`config.mk`:
```
export PLATFORM = sky130hd
export DESIGN_NAME = multicycle_control_fsm_flat
export DESIGN_NICKNAME = d
export VERILOG_FILES = /design/src/rtl/multicycle_control_fsm_if.sv /design/src/rtl/multicycle_control_fsm.sv /design/src/flat_wrapper.sv
export SDC_FILE = /design/constraint.sdc
export NUM_CORES = 1
export LEC_CHECK = 0
export ABC_AREA = 1
export BUFFER_PORTS_ARGS = -buffer_cell sky130_fd_sc_hd__buf_2
export CORE_ASPECT_RATIO = 0.7
export CORE_MARGIN = 8
export CORE_UTILIZATION = 47
export CTS_CLUSTER_SIZE = 30
export DETAILED_ROUTE_END_ITERATION = 12
export PLACE_DENSITY = 0.84
export SYNTH_ARGS = -nofsm -noshare
export SYNTH_HDL_FRONTEND = slang
export SYNTH_SLANG_ARGS = --single-unit
```
`constraint.sdc`:
```
create_clock -name clk -period 1.5 [get_ports clk]
set_input_delay 0.15 -clock clk [delete_from_list [all_inputs] [get_ports clk]]
set_output_delay 0.15 -clock clk [all_outputs]
set_load 0.01 [all_outputs]
```
`src/rtl/multicycle_control_fsm_if.sv`:
```
// Memory port bundle between the multicycle control unit and the
// instruction/data memory.
interface multicycle_control_fsm_if;
  logic mem_req;
  logic mem_write;
  logic adr_src;
  logic mem_ready;

  modport master (output mem_req, output mem_write, output adr_src, input mem_ready);
  modport slave  (input mem_req, input mem_write, input adr_src, output mem_ready);
endinterface

```
`src/rtl/multicycle_control_fsm.sv`:
```
// Multicycle control unit for the RV32I core. The memory handshake has a
// bounded wait. Illegal opcodes and bus timeouts park the FSM in a sticky
// TRAP state until reset.
module multicycle_control_fsm #(
  parameter int TIMEOUT_W      = 8,
  parameter int TIMEOUT_CYCLES = 200,
  parameter bit HAS_U          = 1'b1
) (
  input  logic                    clk,
  input  logic                    reset,
  multicycle_control_fsm_if.master bus,
  input  logic [6:0]              opcode,
  input  logic                    zero_flag,
  output logic                    ir_write,
  output logic                    reg_write,
  output logic                    pc_update,
  output logic                    branch,
  output logic                    pc_src,
  output logic [1:0]              alu_src_a,
  output logic [1:0]              alu_src_b,
  output logic [2:0]              alu_op,
  output logic [1:0]              result_src,
  output logic [3:0]              fsm_state,
  output logic                    illegal_instr,
  output logic                    bus_fault
);

  typedef enum logic [3:0] {
    S_FETCH      = 4'd0,
    S_DECODE     = 4'd1,
    S_EXECUTER   = 4'd2,
    S_UNCONDJUMP = 4'd3,
    S_EXECUTEI   = 4'd4,
    S_MEMADR     = 4'd5,
    S_ALUWB      = 4'd6,
    S_MEMWRITE   = 4'd7,
    S_MEMREAD    = 4'd8,
    S_MEMWB      = 4'd9,
    S_BRANCHIFEQ = 4'd10,
    S_JALR_ADDR  = 4'd11,
    S_JALR_LINK  = 4'd12,
    S_LUI        = 4'd13,
    S_AUIPC      = 4'd14,
    S_TRAP       = 4'd15
  } state_t;

  localparam logic [6:0] OPC_R     = 7'b0110011;
  localparam logic [6:0] OPC_I     = 7'b0010011;
  localparam logic [6:0] OPC_LOAD  = 7'b0000011;
  localparam logic [6:0] OPC_STORE = 7'b0100011;
  localparam logic [6:0] OPC_BR    = 7'b1100011;
  localparam logic [6:0] OPC_JAL   = 7'b1101111;
  localparam logic [6:0] OPC_JALR  = 7'b1100111;
  localparam logic [6:0] OPC_LUI   = 7'b0110111;
  localparam logic [6:0] OPC_AUIPC = 7'b0010111;

  // Compare value for the last permitted wait cycle; unused when the timeout is disabled.
  localparam logic [TIMEOUT_W-1:0] WAIT_LAST =
    (TIMEOUT_CYCLES == 0) ? '0 : TIMEOUT_W'(TIMEOUT_CYCLES - 1);
  localparam logic [TIMEOUT_W-1:0] WAIT_MAX = '1;

  state_t               state, state_next;
  logic [TIMEOUT_W-1:0] wait_cnt;
  logic                 waiting, timeout, set_ill;
  logic                 mem_req, mem_write, adr_src;

  assign bus.mem_req   = mem_req;
  assign bus.mem_write = mem_write;
  assign bus.adr_src   = adr_src;
  assign fsm_state     = state;

  // A wait cycle is a memory-requesting state whose request is not accepted yet.
  assign waiting = ((state == S_FETCH) || (state == S_MEMREAD) || (state == S_MEMWRITE))
                   && !bus.mem_ready;
  assign timeout = (TIMEOUT_CYCLES != 0) && waiting && (wait_cnt == WAIT_LAST);

  // State register.
  always_ff @(posedge clk or posedge reset) begin
    if (reset) state <= S_FETCH;
    else       state <= state_next;
  end

  // Wait counter: restarts on every state change and saturates instead of wrapping.
  always_ff @(posedge clk or posedge reset) begin
    if (reset)                               wait_cnt <= '0;
    else if (state_next != state)            wait_cnt <= '0;
    else if (waiting && wait_cnt != WAIT_MAX) wait_cnt <= wait_cnt + TIMEOUT_W'(1);
  end

  // Sticky trap causes, cleared only by reset.
  always_ff @(posedge clk or posedge reset) begin
    if (reset) begin
      illegal_instr <= 1'b0;
      bus_fault     <= 1'b0;
    end else begin
      if (set_ill) illegal_instr <= 1'b1;
      if (timeout) bus_fault     <= 1'b1;
    end
  end

  // Next-state and control outputs; every output is zero unless the state claims it.
  always_comb begin
    state_next = state;
    mem_req    = 1'b0;
    mem_write  = 1'b0;
    adr_src    = 1'b0;
    ir_write   = 1'b0;
    reg_write  = 1'b0;
    pc_update  = 1'b0;
    branch     = 1'b0;
    pc_src     = 1'b0;
    alu_src_a  = 2'b00;
    alu_src_b  = 2'b00;
    alu_op     = 3'b000;
    result_src = 2'b00;
    set_ill    = 1'b0;
    case (state)
      S_FETCH: begin
        mem_req    = 1'b1;
        alu_src_b  = 2'b10;
        result_src = 2'b10;
        if (bus.mem_ready) begin
          ir_write   = 1'b1;
          pc_update  = 1'b1;
          state_next = S_DECODE;
        end else if (timeout) begin
          state_next = S_TRAP;
        end
      end
      S_DECODE: begin
        alu_src_a = 2'b01;
        alu_src_b = 2'b01;
        case (opcode)
          OPC_R:               state_next = S_EXECUTER;
          OPC_I:               state_next = S_EXECUTEI;
          OPC_LOAD, OPC_STORE: state_next = S_MEMADR;
          OPC_BR:              state_next = S_BRANCHIFEQ;
          OPC_JAL:             state_next = S_UNCONDJUMP;
          OPC_JALR:            state_next = S_JALR_ADDR;
          OPC_LUI:             state_next = HAS_U ? S_LUI : S_TRAP;
          OPC_AUIPC:           state_next = HAS_U ? S_AUIPC : S_TRAP;
          default:             state_next = S_TRAP;
        endcase
        set_ill = (state_next == S_TRAP);
      end
      S_EXECUTER: begin
        alu_src_a = 2'b10; alu_src_b = 2'b00; alu_op = 3'b010;
        state_next = S_ALUWB;
      end
      S_EXECUTEI: begin
        alu_src_a = 2'b10; alu_src_b = 2'b01; alu_op = 3'b011;
        state_next = S_ALUWB;
      end
      S_UNCONDJUMP: begin
        alu_src_a = 2'b01; alu_src_b = 2'b10; pc_update = 1'b1;
        state_next = S_ALUWB;
      end
      S_JALR_ADDR: begin
        alu_src_a = 2'b10; alu_src_b = 2'b01; result_src = 2'b10; pc_update = 1'b1;
        state_next = S_JALR_LINK;
      end
      S_JALR_LINK: begin
        alu_src_a = 2'b01; alu_src_b = 2'b10;
        state_next = S_ALUWB;
      end
      S_LUI: begin
        alu_src_b = 2'b01; alu_op = 3'b100;
        state_next = S_ALUWB;
      end
      S_AUIPC: begin
        alu_src_a = 2'b01; alu_src_b = 2'b01;
        state_next = S_ALUWB;
      end
      S_MEMADR: begin
        alu_src_a = 2'b10; alu_src_b = 2'b01;
        state_next = (opcode == OPC_STORE) ? S_MEMWRITE : S_MEMREAD;
      end
      S_MEMREAD: begin
        mem_req = 1'b1; adr_src = 1'b1;
        if (bus.mem_ready) state_next = S_MEMWB;
        else if (timeout)  state_next = S_TRAP;
      end
      S_MEMWRITE: begin
        mem_req = 1'b1; mem_write = 1'b1; adr_src = 1'b1;
        if (bus.mem_ready) state_next = S_FETCH;
        else if (timeout)  state_next = S_TRAP;
      end
      S_MEMWB: begin
        result_src = 2'b01; reg_write = 1'b1;
        state_next = S_FETCH;
      end
      S_ALUWB: begin
        reg_write  = 1'b1;
        state_next = S_FETCH;
      end
      S_BRANCHIFEQ: begin
        alu_src_a = 2'b10; alu_src_b = 2'b00; alu_op = 3'b001;
        branch = 1'b1; pc_update = 1'b1; pc_src = zero_flag;
        state_next = S_FETCH;
      end
      S_TRAP: begin
        state_next = S_TRAP;
      end
    endcase
  end

endmodule
```
`src/flat_wrapper.sv`:
```
// flat-port wrapper written by rule: the top's interface ports become plain ports
module multicycle_control_fsm_flat 
#(
  parameter int TIMEOUT_W      = 8,
  parameter int TIMEOUT_CYCLES = 200,
  parameter bit HAS_U          = 1'b1
)
  (clk, reset, opcode, zero_flag, ir_write, reg_write, pc_update, branch, pc_src, alu_src_a, alu_src_b, alu_op, result_src, fsm_state, illegal_instr, bus_fault, bus_mem_req, bus_mem_write, bus_adr_src, bus_mem_ready);
  multicycle_control_fsm_if bus_i ();
  input  logic clk;
  input  logic reset;
  input  logic [6:0] opcode;
  input  logic zero_flag;
  output logic ir_write;
  output logic reg_write;
  output logic pc_update;
  output logic branch;
  output logic pc_src;
  output logic [1:0] alu_src_a;
  output logic [1:0] alu_src_b;
  output logic [2:0] alu_op;
  output logic [1:0] result_src;
  output logic [3:0] fsm_state;
  output logic illegal_instr;
  output logic bus_fault;
  output wire logic [$bits(bus_i.mem_req)-1:0] bus_mem_req;
  output wire logic [$bits(bus_i.mem_write)-1:0] bus_mem_write;
  output wire logic [$bits(bus_i.adr_src)-1:0] bus_adr_src;
  input wire logic [$bits(bus_i.mem_ready)-1:0] bus_mem_ready;
  assign bus_mem_req = bus_i.mem_req;
  assign bus_mem_write = bus_i.mem_write;
  assign bus_adr_src = bus_i.adr_src;
  assign bus_i.mem_ready = bus_mem_ready;
  multicycle_control_fsm #(.TIMEOUT_W(TIMEOUT_W), .TIMEOUT_CYCLES(TIMEOUT_CYCLES), .HAS_U(HAS_U)) u_core (.clk(clk), .reset(reset), .bus(bus_i), .opcode(opcode), .zero_flag(zero_flag), .ir_write(ir_write), .reg_write(reg_write), .pc_update(pc_update), .branch(branch), .pc_src(pc_src), .alu_src_a(alu_src_a), .alu_src_b(alu_src_b), .alu_op(alu_op), .result_src(result_src), .fsm_state(fsm_state), .illegal_instr(illegal_instr), .bus_fault(bus_fault));
endmodule
```
# --- After elaboration in Yosys (flattened, before gate mapping) ---
# Cells that the tools add are included.
# Widths: inputs -> output; s select.
word_totals:
  register_bits: 14
  in_bits: 11
  output_inout_bits: 23
  elab_cells: 77
classes:
  addsub: 1
  n_eq_ne: 28
  muxes: 24
  n_reduce_logical: 20
ops:
  columns: ["cell", "n"]
  rows:
  - ["$eq 4x4->1 const B", 9]
  - ["$pmux 4 s9", 1]
  - ["$pmux 4 s8", 1]
  - ["$mux 4", 6]
  - ["$eq 7x6->1 const B", 3]
  - ["$eq 7x7->1 const B", 3]
  - ["$eq 4x3->1 const B", 4]
  - ["$mux 8", 2]
  - ["$eq 7x5->1 const B", 2]
  - ["$pmux 2 s2", 3]
  - ["$pmux 3 s4", 1]
  - ["$reduce_or 3->1", 4]
  - ["$reduce_or 6->1", 2]
  - ["$mux 1", 9]
  - ["$add 8x1->8 const B", 1]
  - ["$eq 4x2->1 const B", 2]
  - ["$eq 8x8->1 const B", 1]
  - ["$ne 8x8->1 const B", 1]
  - ["$reduce_or 2->1", 4]
  - ["$eq 7x2->1 const B", 1]
  - ["$reduce_or 5->1", 1]
  - ["$eq 4x1->1 const B", 1]
  - ["$logic_not 4->1", 1]
  - ["$ne 4x4->1", 1]
  - ["6 further kinds", 9]

# --- Longest topological paths before layout ---
# Gate-level depths: netlist (run 1).
depth:
  word_depth: 10
  mapped_depth: 14
  mapped_depth_nobuf: 13

# --- Least setup slack after synthesis (run 1) ---
# OpenSTA, ideal clock, no wires.
synth_path:
  kind: "register to register"
  start: "reg u_core.state[2] (netlist: u_core.fsm_state[2])"
  end: "reg u_core.wait_cnt[5]"
  setup_time_ns: 0.072
  arrival_ns: 1.660
  t_required_ns: 1.428
  path_slack_ns: -0.232
  stages_incl_launch_ff: 10
  path_buffers: 1
  synth_period_minus_slack_ns: 1.732
  cell_sequence: "dfrtp_1 buf_6 nor2_1 nand2_2 nand3_2 o211ai_2 nor2_1 nand3_1 xor2_1 nor2_1"
synth_via:
  elab_chain_len: 10
  word_cells_on_any_way: 31
  classes_between: "16 x eq/ne; 6 x mux; 9 x reduce/logical"
synth_rtl:
  columns: ["element", "line", "source"]
  rows:
  - ["start: declaration", "multicycle_control_fsm.sv:62", "state_t state, state_next;"]
  - ["start signal: assignment", "multicycle_control_fsm.sv:80", "else state <= state_next;"]
  - ["$eq 4x4->1 or $logic_not 4->1 (tied branches)", "multicycle_control_fsm.sv:73, multicycle_control_fsm.sv:117", null]
  - ["$logic_or 1x1->1 (2 in a row)", "multicycle_control_fsm.sv:73", "assign waiting = ((state == S_FETCH) || (state == S_MEMREAD) || (state == S_MEMWRITE))"]
  - ["$logic_and 1x1->1", "multicycle_control_fsm.sv:74", "&& !bus.mem_ready;"]
  - ["$logic_and 1x1->1", "multicycle_control_fsm.sv:75", "assign timeout = (TIMEOUT_CYCLES != 0) && waiting && (wait_cnt == WAIT_LAST);"]
  - ["$mux 4", "multicycle_control_fsm.sv:126, multicycle_control_fsm.sv:181, multicycle_control_fsm.sv:186", null]
  - ["$mux 4, on equally long branches", "multicycle_control_fsm.sv:185, multicycle_control_fsm.sv:122, multicycle_control_fsm.sv:180", null]
  - ["$pmux 4 s9", "multicycle_control_fsm.sv:117", "case (state)"]
  - ["$ne 4x4->1", "multicycle_control_fsm.sv:86", "else if (state_next != state) wait_cnt <= '0;"]
  - ["$mux 8 or $reduce_bool 2->1 (tied branches)", null, null]
  - ["end signal: assignment", "multicycle_control_fsm.sv:87", "else if (waiting && wait_cnt != WAIT_MAX) wait_cnt <= wait_cnt + TIMEOUT_W'(1);"]
  - ["end: declaration", "multicycle_control_fsm.sv:63", "logic [TIMEOUT_W-1:0] wait_cnt;"]
# Several ways; a longest one is shown, not always the timed one.
# A chain may end at the register's enable or synchronous reset.

# --- Worst setup path in the final report (run 1) ---
layout_path:
  start: "reg u_core.state[2] (netlist: u_core.fsm_state[2])"
  end: "reg u_core.wait_cnt[0]"
layout_via:
  elab_chain_len: 10
  word_cells_on_any_way: 31
  classes_between: "16 x eq/ne; 6 x mux; 9 x reduce/logical"
layout_rtl:
  columns: ["element", "line"]
  rows:
  - ["$eq 4x4->1 or $logic_not 4->1 (tied branches)", "multicycle_control_fsm.sv:73, multicycle_control_fsm.sv:117"]
  - ["$logic_or 1x1->1 (2 in a row)", "multicycle_control_fsm.sv:73"]
  - ["$logic_and 1x1->1", "multicycle_control_fsm.sv:74"]
  - ["$logic_and 1x1->1", "multicycle_control_fsm.sv:75"]
  - ["$mux 4", "multicycle_control_fsm.sv:126, multicycle_control_fsm.sv:181, multicycle_control_fsm.sv:186"]
  - ["$mux 4, on equally long branches", "multicycle_control_fsm.sv:185, multicycle_control_fsm.sv:122, multicycle_control_fsm.sv:180"]
  - ["$pmux 4 s9 (*)", "multicycle_control_fsm.sv:117"]
  - ["named net u_core.state_next[3]", "multicycle_control_fsm.sv:62"]
  - ["$ne 4x4->1 (*)", "multicycle_control_fsm.sv:86"]
  - ["$mux 8 or $reduce_bool 2->1 (tied branches)", null]
# The timed path passes the listed nets; every way through them passes the cells marked *.

==> metrics.md, run 1 <==
| Metric | Value |
|---|---|
| Status | `finished, violations left` |
| Violated checks | `negative setup slack` |
| Largest net degree at the start of global routing | `15` |
| Die Ht | `slightly below 60 um` |
| Slew Viols, Final | `0` |
| R2r setup slk | `-0.48 ns` |
| Congestion Overflow GR | `0` |
| Mean Syn Cell Area | `about 6.4 um^2` |
| DRC viols | `0` |
| Clock slew at reported path FFs | `0.06 ns` |
| Clk sinks | `14` |
| Dpl ws | `-0.359 ns` |
| FF-to-FF End | `u_core.wait_cnt[0]` |
| Combinational power share | `about 7.4%` |
| #FFs+latches synth | `14` |
| CTS tree | `yes` |
| Placer Congestion | `approximately 0.96` |
| Crit path required time | `between 1.5 and 2 ns` |
| Post-synthesis sequential area ratio | `around 28%` |
| Worst reg2reg path depth | `12` |
| H-tree levels | `1` |
| Core Footprint | `0.00251 mm^2` |
| WL/cell | `around 17 um` |
| Root Buffer | `clkbuf_8` |
| Reg2reg start | `u_core.fsm_state[2]` |
| Net Switching | `~180 uW` |
| Total GRT Usage | `18.0%` |
| Initial DRC Count | `~250` |
| Clock Latency Late Sink | `between 0.2 and 0.3 ns` |
| Die area | `about 0.0046 mm^2` |
| Commonest cells after routing, fill and taps aside | `buf_4, nand2_1, buf_2` |
| Vias in the first global route | `about 1,500` |
| Post-Syn Area | `0.00126 mm^2` |
| Synthesized net count | `between 200 and 250` |
| Worst-path fanout max | `8` |
| Nets@finish | `approximately 300` |
| Longest Clk Path Bufs | `2` |
| Final Hold Fails | `0` |
| Detail Placement HPWL | `between 3 and 4 mm` |
| Synth warnings | `0` |
| Peak VDD IR | `around 0.00058 V` |
| Final worst slack | `-0.485 ns` |
| Area growth syn-to-layout | `70.1%` |
| Power Density | `between 300 and 400 mW/mm^2` |
| Rel. slew slack | `between 60% and 70%` |
| Crit. Startpoint | `u_core.fsm_state[2]` |
| CP endpoint kind | `flip-flop` |
| ANT nets after route | `0` |
| # Max-Cap Violations | `0` |
| Reg power frac | `between 40% and 50%` |
| Vias per cell | `5.64` |
| RSZ-0062 raised after global routing | `true` |
| Worst path arrival time | `2.17 ns` |
| Layout cells sized above 1 | `a little over half` |
| Commonest non-fill, non-tap cell in the layout | `buf_4` |
| Slowest-stage cell, CP | `dfrtp_2` |
| Internal Power | `634 uW` |
| Die extent in x | `77.9 um` |
| Lkg Pwr | `1.11 nW` |
| # port buffers | `33` |
| Sw Share | `between 20 and 25%` |
| DRT Pass-1 Iters | `6` |
| Num rows | `15` |
| Most common cell on crit path | `nand3_4` |
| Post-synthesis cell count | `around 200` |
| Max stage delay on crit path | `0.49 ns` |
| Initial antenna violation count | `0` |
| Worst path cell trace | `buf_4 > nor2_4 > nand2_2 > nand3_4 > nand3_4 > nand3_1 > nand2_1 > nand4_2 > nand2_1 > nand2_2 > nand3_4 > nor2_2` |
| HP Class | `in2reg` |
| Count of different cell masters after synthesis | `30` |
| CTS Buf Count | `3` |
| Routed vias | `around 1,800` |
| Final setup viols | `27` |
| Ports | `34` |
| Antenna cells | `0` |
| Initial Util | `50.2%` |
| Worst Setup Path Type | `reg2reg` |
| Slew @ Worst Pin | `~0.55 ns` |
| Max frequency | `approximately 0.50 GHz` |
| Worst Skew | `0.00713 ns` |
| Crit path to | `u_core.wait_cnt[0]` |
| Wire length of the first global-routing pass | `around 6.7 mm` |
| Final Core Density | `between 80 and 90%` |
| Fin crit share | `132%` |
| Routed WL | `between 5 and 6 mm` |
| Clock power frac | `a little under half` |
| CP Launch Type | `flip-flop` |
| Final period demand of the worst path | `slightly below 2 ns` |
==> synth_stat cells <==
cell type	count	area (um^2)
ha_1	1	12.5
o21bai_1	1	7.51
nand2_1	48	180
inv_2	2	7.51
nand3_2	5	50.1
o211ai_1	1	7.51
o211ai_2	2	25.0
nand4_2	1	12.5
nor2_1	41	154
inv_1	27	101
xor2_1	3	26.3
o22ai_1	1	6.26
nor2_4	2	22.5
nand2_4	1	11.3
o21ai_0	6	30.0
nor2_2	2	12.5
nor3_1	1	5.00
buf_6	1	11.3
o221ai_1	1	8.76
nand3_4	1	17.5
nand4_1	5	31.3
xnor2_1	4	35.0
nand3_1	14	70.1
a31oi_1	1	6.26
nand2_2	2	12.5
dfrtp_1	14	350
mux2i_1	1	10.0
o2111ai_1	1	8.76
clkinv_1	1	3.75
a21oi_1	5	25.0
==> metrics by stage <==
| stage | total power [mW] | hold slack (ns) | setup TNS [ns] | cells | instance area [um^2] |
|---|---|---|---|---|---|
| CTS | 0.812 | 0.317 | -3.06 | 318 | 2000 |
| finish | 0.819 | 0.380 | -6.61 | 323 | 2150 |
| detailed placement | 0.441 | 0.214 | -2.78 | 311 | 1860 |
| global route | 0.838 | 0.380 | -8.25 | 323 | 2150 |
| floorplan | 0.413 | 0.0390 | -1.16 | 196 | 1300 |
| global placement | 0.440 | 0.208 | -1.99 | 311 | 1860 |
==> worst max-delay path, delay by kind of cell (launching register included) <==
kind          cells  cell delay, ns
buf+inv           1            0.18
flops             1            0.49
simple gates     11            1.24
==> cell families (layout without fill, tap and decap cells) <==
family	Yosys count	after routing	share of synthesized area (%)
buffers and inverters	31	124	9.81
XOR/XNOR	7	7	4.86
AND/OR/NAND/NOR	123	123	45.9
adder cells (fa/ha/maj)	1	1	0.991
AO/OA/AOI/OAI	19	19	9.91
flip-flops	14	14	27.8
multiplexers	1	1	0.793
==> per-layer routing <==
layer | up-vias | global-route usage, % | wire (um)
met2 | 143 | 26.7 | 2350
li1 | 815 | - | -
met5 | - | 0 | 0
met3 | 48 | 7.27 | 646
met4 | 0 | 5.51 | 382
met1 | 817 | 23.2 | 2190
==> worst min path at each step <==
stage,to,startpoint,depth (start not counted),slack (ns)
after floorplan,u_core.bus_fault,reset,1,0.04
after global placement,u_core.illegal_instr,reset,2,0.21
after detailed placement,u_core.illegal_instr,reset,2,0.21
after CTS,u_core.fsm_state[3],bus_mem_ready,4,0.32
after global routing,u_core.fsm_state[3],bus_mem_ready,4,0.38
final,u_core.fsm_state[3],bus_mem_ready,4,0.38
==> cell type report <==
type / instances / area, um^2
multi-input cells: 151 / 945
repair buffers: 90 / 632
fillers: 136 / 368
flip-flops and latches: 14 / 355
inverters: 30 / 118
clock buffers: 4 / 55.1
well taps: 34 / 42.5
==> power groups by stage <==
stage          logic [mW]  clock network [mW]  registers, mW
3_5_place_dp       0.0567                   0          0.385
2_1_floorplan      0.0282                   0          0.385
4_1_cts            0.0588               0.375          0.378
6_report           0.0609               0.381          0.378
5_1_grt            0.0687               0.391          0.378
3_3_place_gp       0.0554                   0          0.385
==> what timing repair did <==
action                                  CTS  global route
buffers inserted                          2             6
cloned                                    0             0
resized for setup                        19            30
hold buffers                              1             0
pin swaps                                 3             6
endpoints found under the hold margin    14             0
endpoints found under the setup margin   26            27
==> registers in the layout, summed over array words and instances, names as in the netlist <==
| register | cells |
|---|---|
| u_core.wait_cnt | 8 |
| u_core.fsm_state | 4 |
| u_core.bus_fault | 1 |
| u_core.illegal_instr | 1 |
(Power assumes the default switching activity.)
==> run 2, diff against run 1 <==
- MAX_ROUTING_LAYER: unset -> met4
==> run 2 against run 1 <==
Effect of this change:
- worst setup slack got worse by 0.16 ns
- combinational power rose by 2%
- cell count rose by 1.2%
- fmax fell by 7.4%
- clock power barely moved
- the flow still finishes with violations (negative setup slack)
- power rose by 0.19%
==> metrics.md, run 2 (synthesis results as in run 1) <==
| Metric | Value |
|---|---|
| Die area | `0.00463 mm^2 (unchanged)` |
| Slew Viols, Final | `0 (unchanged)` |
| Root Buffer | `clkbuf_8 (unchanged)` |
| Crit path required time | `1.67 ns (was 1.69 ns)` |
| Antenna cells | `0 (unchanged)` |
| Final Core Density | `89.5% (was 85.4%)` |
| Violated checks | `negative setup slack (unchanged)` |
| CTS tree | `yes (unchanged)` |
| Final worst slack | `-0.644 ns (was -0.485 ns)` |
| DRC viols | `0 (unchanged)` |
| Placer Congestion | `0.981 (was 0.963)` |
| Non-Filler Instances | `327 (was 323)` |
| FF-to-FF End | `u_core.wait_cnt[0] (unchanged)` |
| Core Footprint | `0.00251 mm^2 (unchanged)` |
| CTS Buf Count | `3 (unchanged)` |
| Vias in the first global route | `1,517 (unchanged)` |
| H-tree levels | `1 (unchanged)` |
| CP endpoint kind | `flip-flop (unchanged)` |
| Layout cells sized above 1 | `56.0% (was 53.6%)` |
| Total GRT Usage | `18.5% (was 18.0%)` |
| Final setup viols | `30 (was 27)` |
| Worst Skew | `0.00270 ns (was 0.00713 ns)` |
| CP Launch Type | `flip-flop (unchanged)` |
| Die Ht | `59.4 um (unchanged)` |
| Wire length of the first global-routing pass | `6.72 mm (was 6.71 mm)` |
| Nets@finish | `306 (was 302)` |
| Largest net degree at the start of global routing | `15 (unchanged)` |
| Num rows | `15 (unchanged)` |
| Largest Register | `u_core.wait_cnt (unchanged)` |
| Worst Setup Path Type | `reg2reg (unchanged)` |
| Clock Latency Late Sink | `0.25 ns (was 0.26 ns)` |
| Final period demand of the worst path | `2.14 ns (was 1.98 ns)` |
| Power Density | `365 mW/mm^2 (was 382 mW/mm^2)` |
| Ports | `34 (unchanged)` |
| Slowest-stage cell, CP | `dfrtp_2 (unchanged)` |
| Max FFs per register | `8 (unchanged)` |
| Worst path cell trace | `nand2_2 > inv_2 > nand2_2 > nand2_1 > nor2_2 > nand3_2 > nor2_4 > nand3_2 > nand2_2 > nand2_2 > nor2_4 > nand3_4 > nor2_2 (was buf_4 > nor2_4 > nand2_2 > nand3_4 > nand3_4 > nand3_1 > nand2_1 > nand4_2 > nand2_1 > nand2_2 > nand3_4 > nor2_2)` |
| Vias per cell | `6.12 (was 5.64)` |
| Longest Clk Path Bufs | `2 (unchanged)` |
| Total power | `821 uW (was 819 uW)` |
| Lkg Pwr | `1.16 nW (was 1.11 nW)` |
| Initial DRC Count | `250 (was 246)` |
| # port buffers | `33 (unchanged)` |
| Routed WL | `6.70 mm (was 5.56 mm)` |
| Max frequency | `0.466 GHz (was 0.504 GHz)` |
| WL/cell | `20.5 um (was 17.2 um)` |
| Worst Hold End | `u_core.fsm_state[3] (unchanged)` |
| Area growth syn-to-layout | `78.3% (was 70.1%)` |
| Clk sinks | `14 (unchanged)` |
| Congestion Overflow GR | `0 (unchanged)` |
| Initial antenna violation count | `0 (unchanged)` |
| Max stage delay on crit path | `0.51 ns (was 0.49 ns)` |
| Commonest non-fill, non-tap cell in the layout | `buf_4 (unchanged)` |
| Final Hold Fails | `0 (unchanged)` |
| Hold Path Stages | `4 (unchanged)` |
| Initial Util | `50.2% (unchanged)` |
| Dpl ws | `-0.359 ns (unchanged)` |
| Crit. Startpoint | `u_core.fsm_state[3] (was u_core.fsm_state[2])` |
| Worst reg2reg path depth | `13 (was 12)` |
| Reg2reg start | `u_core.fsm_state[3] (was u_core.fsm_state[2])` |
| HP Class | `in2reg (unchanged)` |
| Placed cell count | `311 (unchanged)` |
| Slew @ Worst Pin | `0.572 ns (was 0.550 ns)` |
| R2r setup slk | `-0.64 ns (was -0.48 ns)` |
| Most common cell on crit path | `nand2_2 (was nand3_4)` |
| ANT nets after route | `0 (unchanged)` |
| Rel. slew slack | `61.8% (was 63.3%)` |
| Die extent in x | `77.9 um (unchanged)` |
| Worst path arrival time | `2.32 ns (was 2.17 ns)` |
| Commonest cells after routing, fill and taps aside | `buf_4, nand2_1, buf_2 (unchanged)` |
| DRT Pass-1 Iters | `9 (was 6)` |
| RSZ-0062 raised after global routing | `true (unchanged)` |
| # Max-Cap Violations | `0 (unchanged)` |
| Detail Placement HPWL | `3.21 mm (unchanged)` |
| Status | `finished, violations left (unchanged)` |
| HP Start | `bus_mem_ready (unchanged)` |
| Routed vias | `2,001 (was 1,823)` |
| Worst-path fanout max | `8 (unchanged)` |
| Clock slew at reported path FFs | `0.06 ns (about the same)` |
| Peak VDD IR | `0.000474 V (was 0.000582 V)` |
| Fin crit share | `143% (was 132%)` |
-- run 2: final cells by class --
cell class | instances | area (um^2)
multi-input combinational | 151 | 971
timing repair buffer | 94 | 704
sequential | 14 | 355
fill | 114 | 264
inverter | 30 | 123
tap | 34 | 42.5
clock buffer | 4 | 55.1
-- run 2: worst max-delay path by stage --
| stage | end |
|---|---|
| finish | u_core.wait_cnt[0] |
| global route | u_core.wait_cnt[5] |
| CTS | u_core.wait_cnt[7] |
| detailed placement | u_core.wait_cnt[7] |
| global placement | u_core.wait_cnt[3] |
| floorplan | u_core.wait_cnt[5] |
-- run 2: routing by layer --
layer  share of wire [%]  GRT usage [%]  up-vias
li1                    -              -      826
met1                  37           23.2      897
met2                  42           26.7      213
met3                  14           7.27       65
met4                 6.9           5.51        0
met5                   0              -        -
-- run 2: critical path: cells and delay by family (launching register included) --
family,cells,cell delay [ns]
buffers and inverters,1,0.06
DFF,1,0.51
and+or+nand+nor,12,1.49
-- run 2: per-stage QoR --
| stage | hold WS (ns) | cell area, um^2 | setup TNS (ns) |
|---|---|---|---|
| floorplan | 0.0390 | 1300 | -1.16 |
| global placement | 0.208 | 1860 | -1.99 |
| detailed placement | 0.214 | 1860 | -2.78 |
| CTS | 0.317 | 2000 | -3.06 |
| global route | 0.374 | 2250 | -9.93 |
| finish | 0.373 | 2250 | -8.99 |
-- run 2: where the power goes --
part	leakage (nW)	total [mW]	internal, mW	switching, mW
logic	0.964	0.0623	0.0237	0.0386
registers	0.168	0.378	0.378	0
clock network	0.0288	0.381	0.233	0.148
-- run 2: timing repair --
| action | CTS | global route |
|---|---|---|
| pin swaps | 3 | 9 |
| hold buffers | 1 | 0 |
| endpoints found under the setup margin | 26 | 27 |
| gates resized for setup | 19 | 54 |
| endpoints found under the hold margin | 14 | 0 |
| setup buffers | 2 | 10 |
==> run 3, diff against run 2 <==
- SETUP_SLACK_MARGIN: unset -> 0.5
==> run 3 against run 2 <==
Effect of this change:
- the run ends with design-rule violations, negative setup slack left
- cell area up 8.8%
- clock skew is 0.0031 ns higher
- sequential power about the same
- combinational power grew 30%
- sequential share of layout area fell by 1.3 points
- cell count increased by 0.92%
- fmax down 9.7%
- critical endpoint is now u_core.wait_cnt[1]
- largest power group unchanged
==> metrics.md, run 3 (synthesis results as in run 1) <==
| Metric | Value |
|---|---|
| Status | `finished, violations left (unchanged)` |
| Violated checks | `design-rule violations, negative setup slack (was negative setup slack)` |
| Vias in the first global route | `1,802 (was 1,517)` |
| Ports | `34 (unchanged)` |
| Detail Placement HPWL | `3.29 mm (was 3.21 mm)` |
| Initial Util | `50.2% (unchanged)` |
| ANT nets after route | `0 (unchanged)` |
| Filler Cells Inserted | `39 (was 114)` |
| Worst path arrival time | `2.54 ns (was 2.32 ns)` |
| H-tree levels | `1 (unchanged)` |
| Fin area | `0.00245 mm^2 (was 0.00225 mm^2)` |
| Max frequency | `0.421 GHz (was 0.466 GHz)` |
| Routed vias | `2,252 (was 2,001)` |
| Max FFs per register | `8 (unchanged)` |
| Placer Congestion | `0.909 (was 0.981)` |
| Clk sinks | `14 (unchanged)` |
| Initial DRC Count | `426 (was 250)` |
| Clock slew at reported path FFs | `0.08 ns (was 0.06 ns)` |
| Worst Skew | `0.00584 ns (was 0.00270 ns)` |
| Die area | `0.00463 mm^2 (unchanged)` |
| WL/cell | `26.7 um (was 20.5 um)` |
| DRT Pass-1 Iters | `13 (was 9)` |
| Commonest non-fill, non-tap cell in the layout | `buf_4 (unchanged)` |
| Hold_ws | `0.455 ns (was 0.373 ns)` |
| DRC viols | `20 (was 0)` |
| Crit path required time | `1.66 ns (was 1.67 ns)` |
| Die extent in x | `77.9 um (unchanged)` |
| Vias per cell | `6.82 (was 6.12)` |
| CP endpoint kind | `flip-flop (unchanged)` |
| Routed WL | `8.82 mm (was 6.70 mm)` |
| Congestion Overflow GR | `0 (unchanged)` |
| Power Density | `357 mW/mm^2 (was 365 mW/mm^2)` |
| Slowest-stage cell, CP | `dfrtp_2 (unchanged)` |
| Met3 usage | `10.3% (was 7.27%)` |
| Top Usage Layer GRT | `met2 (unchanged)` |
| Die Ht | `59.4 um (unchanged)` |
| Met1 GRT Util | `27.5% (was 23.2%)` |
| Longest Clk Path Bufs | `2 (unchanged)` |
| Lkg Pwr | `1.19 nW (was 1.16 nW)` |
| Area occupied by registers | `355 um^2 (unchanged)` |
| Met2 Use GR | `37.8% (was 26.7%)` |
| Antenna cells | `0 (unchanged)` |
| Initial antenna violation count | `0 (unchanged)` |
| # Max-Cap Violations | `0 (unchanged)` |
| Final Core Density | `97.4% (was 89.5%)` |
| Sum of buffers and inverters on the critical path | `1 (unchanged)` |
| Final worst slack | `-0.875 ns (was -0.644 ns)` |
| Num rows | `15 (unchanged)` |
| Slew Viols, Final | `0 (unchanged)` |
| Worst-path fanout max | `8 (unchanged)` |
| RSZ-0062 raised after global routing | `true (unchanged)` |
| HP Class | `in2async (was in2reg)` |
| # port buffers | `33 (unchanged)` |
| Clock Latency Late Sink | `0.26 ns (was 0.25 ns)` |
| Fin crit share | `158% (was 143%)` |
| CP top delay family | `simple AND/OR/NAND/NOR gates (unchanged)` |
| Nets@finish | `309 (was 306)` |
| Placed cell area | `0.00190 mm^2 (was 0.00186 mm^2)` |
| Largest Register | `u_core.wait_cnt (unchanged)` |
| Largest net degree at the start of global routing | `15 (unchanged)` |
| Layout cells sized above 1 | `61.8% (was 56.0%)` |
| Area growth syn-to-layout | `94.0% (was 78.3%)` |
| CTS tree | `yes (unchanged)` |
| Area of the multi-input gates | `0.00109 mm^2 (was 971 um^2)` |
| CTS Buf Count | `3 (unchanged)` |
| Commonest cells after routing, fill and taps aside | `buf_4, nand2_1, buf_6 (was buf_4, nand2_1, buf_2)` |
| Core Footprint | `0.00251 mm^2 (unchanged)` |
| Final Hold Fails | `0 (unchanged)` |
| Peak VDD IR | `0.00100 V (was 0.000474 V)` |
| Total power | `875 uW (was 821 uW)` |
| Root Buffer | `clkbuf_8 (unchanged)` |
| Final period demand of the worst path | `2.38 ns (was 2.14 ns)` |
| Dpl ws | `-0.356 ns (was -0.359 ns)` |
| Slew @ Worst Pin | `0.406 ns (was 0.572 ns)` |
| CP Launch Type | `flip-flop (unchanged)` |
| Max stage delay on crit path | `0.50 ns (was 0.51 ns)` |
| Worst Setup Path Type | `reg2reg (unchanged)` |
| Total GRT Usage | `24.7% (was 18.5%)` |
| Final setup viols | `29 (was 30)` |
| Rel. slew slack | `72.8% (was 61.8%)` |
| Wire length of the first global-routing pass | `8.71 mm (was 6.72 mm)` |
| Worst path cell trace | `inv_2 > nor2_1 > nand2_2 > nand2_1 > nor2_1 > nand3_2 > nor2_2 > nand3_2 > nand2_2 > nand2_2 > nor2_4 > nand3_4 > nor2_1 (was nand2_2 > inv_2 > nand2_2 > nand2_1 > nor2_2 > nand3_2 > nor2_4 > nand3_2 > nand2_2 > nand2_2 > nor2_4 > nand3_4 > nor2_2)` |
## run 3: cell count changes in the layout (fill, tap and decap cells not counted), sizes merged
cell      before  now
buf           93   96
inv           29   28
clkinvlp       0    1
## run 3: per-stage QoR
stage	instances	TNS, ns
after floorplan	196	-1.27
after global placement	309	-2.19
after detailed placement	309	-2.95
after CTS	323	-4.05
after global routing	330	-12.20
final	330	-11.52
## run 3: power breakdown
group | switching (mW) | internal (mW) | leakage [nW]
Sequential | 0 | 0.377 | 0.168
Combinational | 0.0561 | 0.0253 | 0.989
Clock | 0.182 | 0.234 | 0.0288
## run 3: what timing repair did
| item | in CTS | in global routing |
|---|---|---|
| setup endpoints to repair | 35 | 39 |
| endpoints found under the hold margin | 14 | 0 |
| buffers inserted | 9 | 7 |
| resized for setup | 45 | 44 |
| hold buffers | 1 | 0 |
| pin swaps | 11 | 8 |
| gates cloned | 0 | 0 |
## run 3: area by class of cell
type / count / share of cell area (%)
Timing Repair Buffer: 97 / 31.8
Tap cell: 34 / 1.74
Clock buffer: 4 / 2.25
Inverter: 30 / 5.26
Multi-Input combinational cell: 151 / 44.4
Sequential cell: 14 / 14.5
## run 3: worst paths after layout
kind | slack [ns] | from | endpoint | depth (start not counted)
worst max-delay path | -0.88 | u_core.fsm_state[0] | u_core.wait_cnt[1] | 13
worst min-delay path | 0.46 | reset | u_core.wait_cnt[0] | 3
worst max register to register | -0.88 | u_core.fsm_state[0] | u_core.wait_cnt[1] | 13
worst min register to register | 0.51 | u_core.bus_fault | u_core.bus_fault | 2
max in group asynchronous | 0.79 | reset | u_core.fsm_state[3] | 3
min in group clk | 0.51 | u_core.bus_fault | u_core.bus_fault | 2
## run 3: worst register-to-register path: cells and delay by family (launching register included)
| family | cells | cell delay (ns) |
|---|---|---|
| and+or+nand+nor | 12 | 1.65 |
| buffers and inverters | 1 | 0.13 |
| DFF | 1 | 0.50 |
## run 3: per-layer routing
metal,up-vias,share of wire [%]
met4,0,11
met5,-,0
met1,1009,33
li1,831,-
met3,123,15
met2,289,41
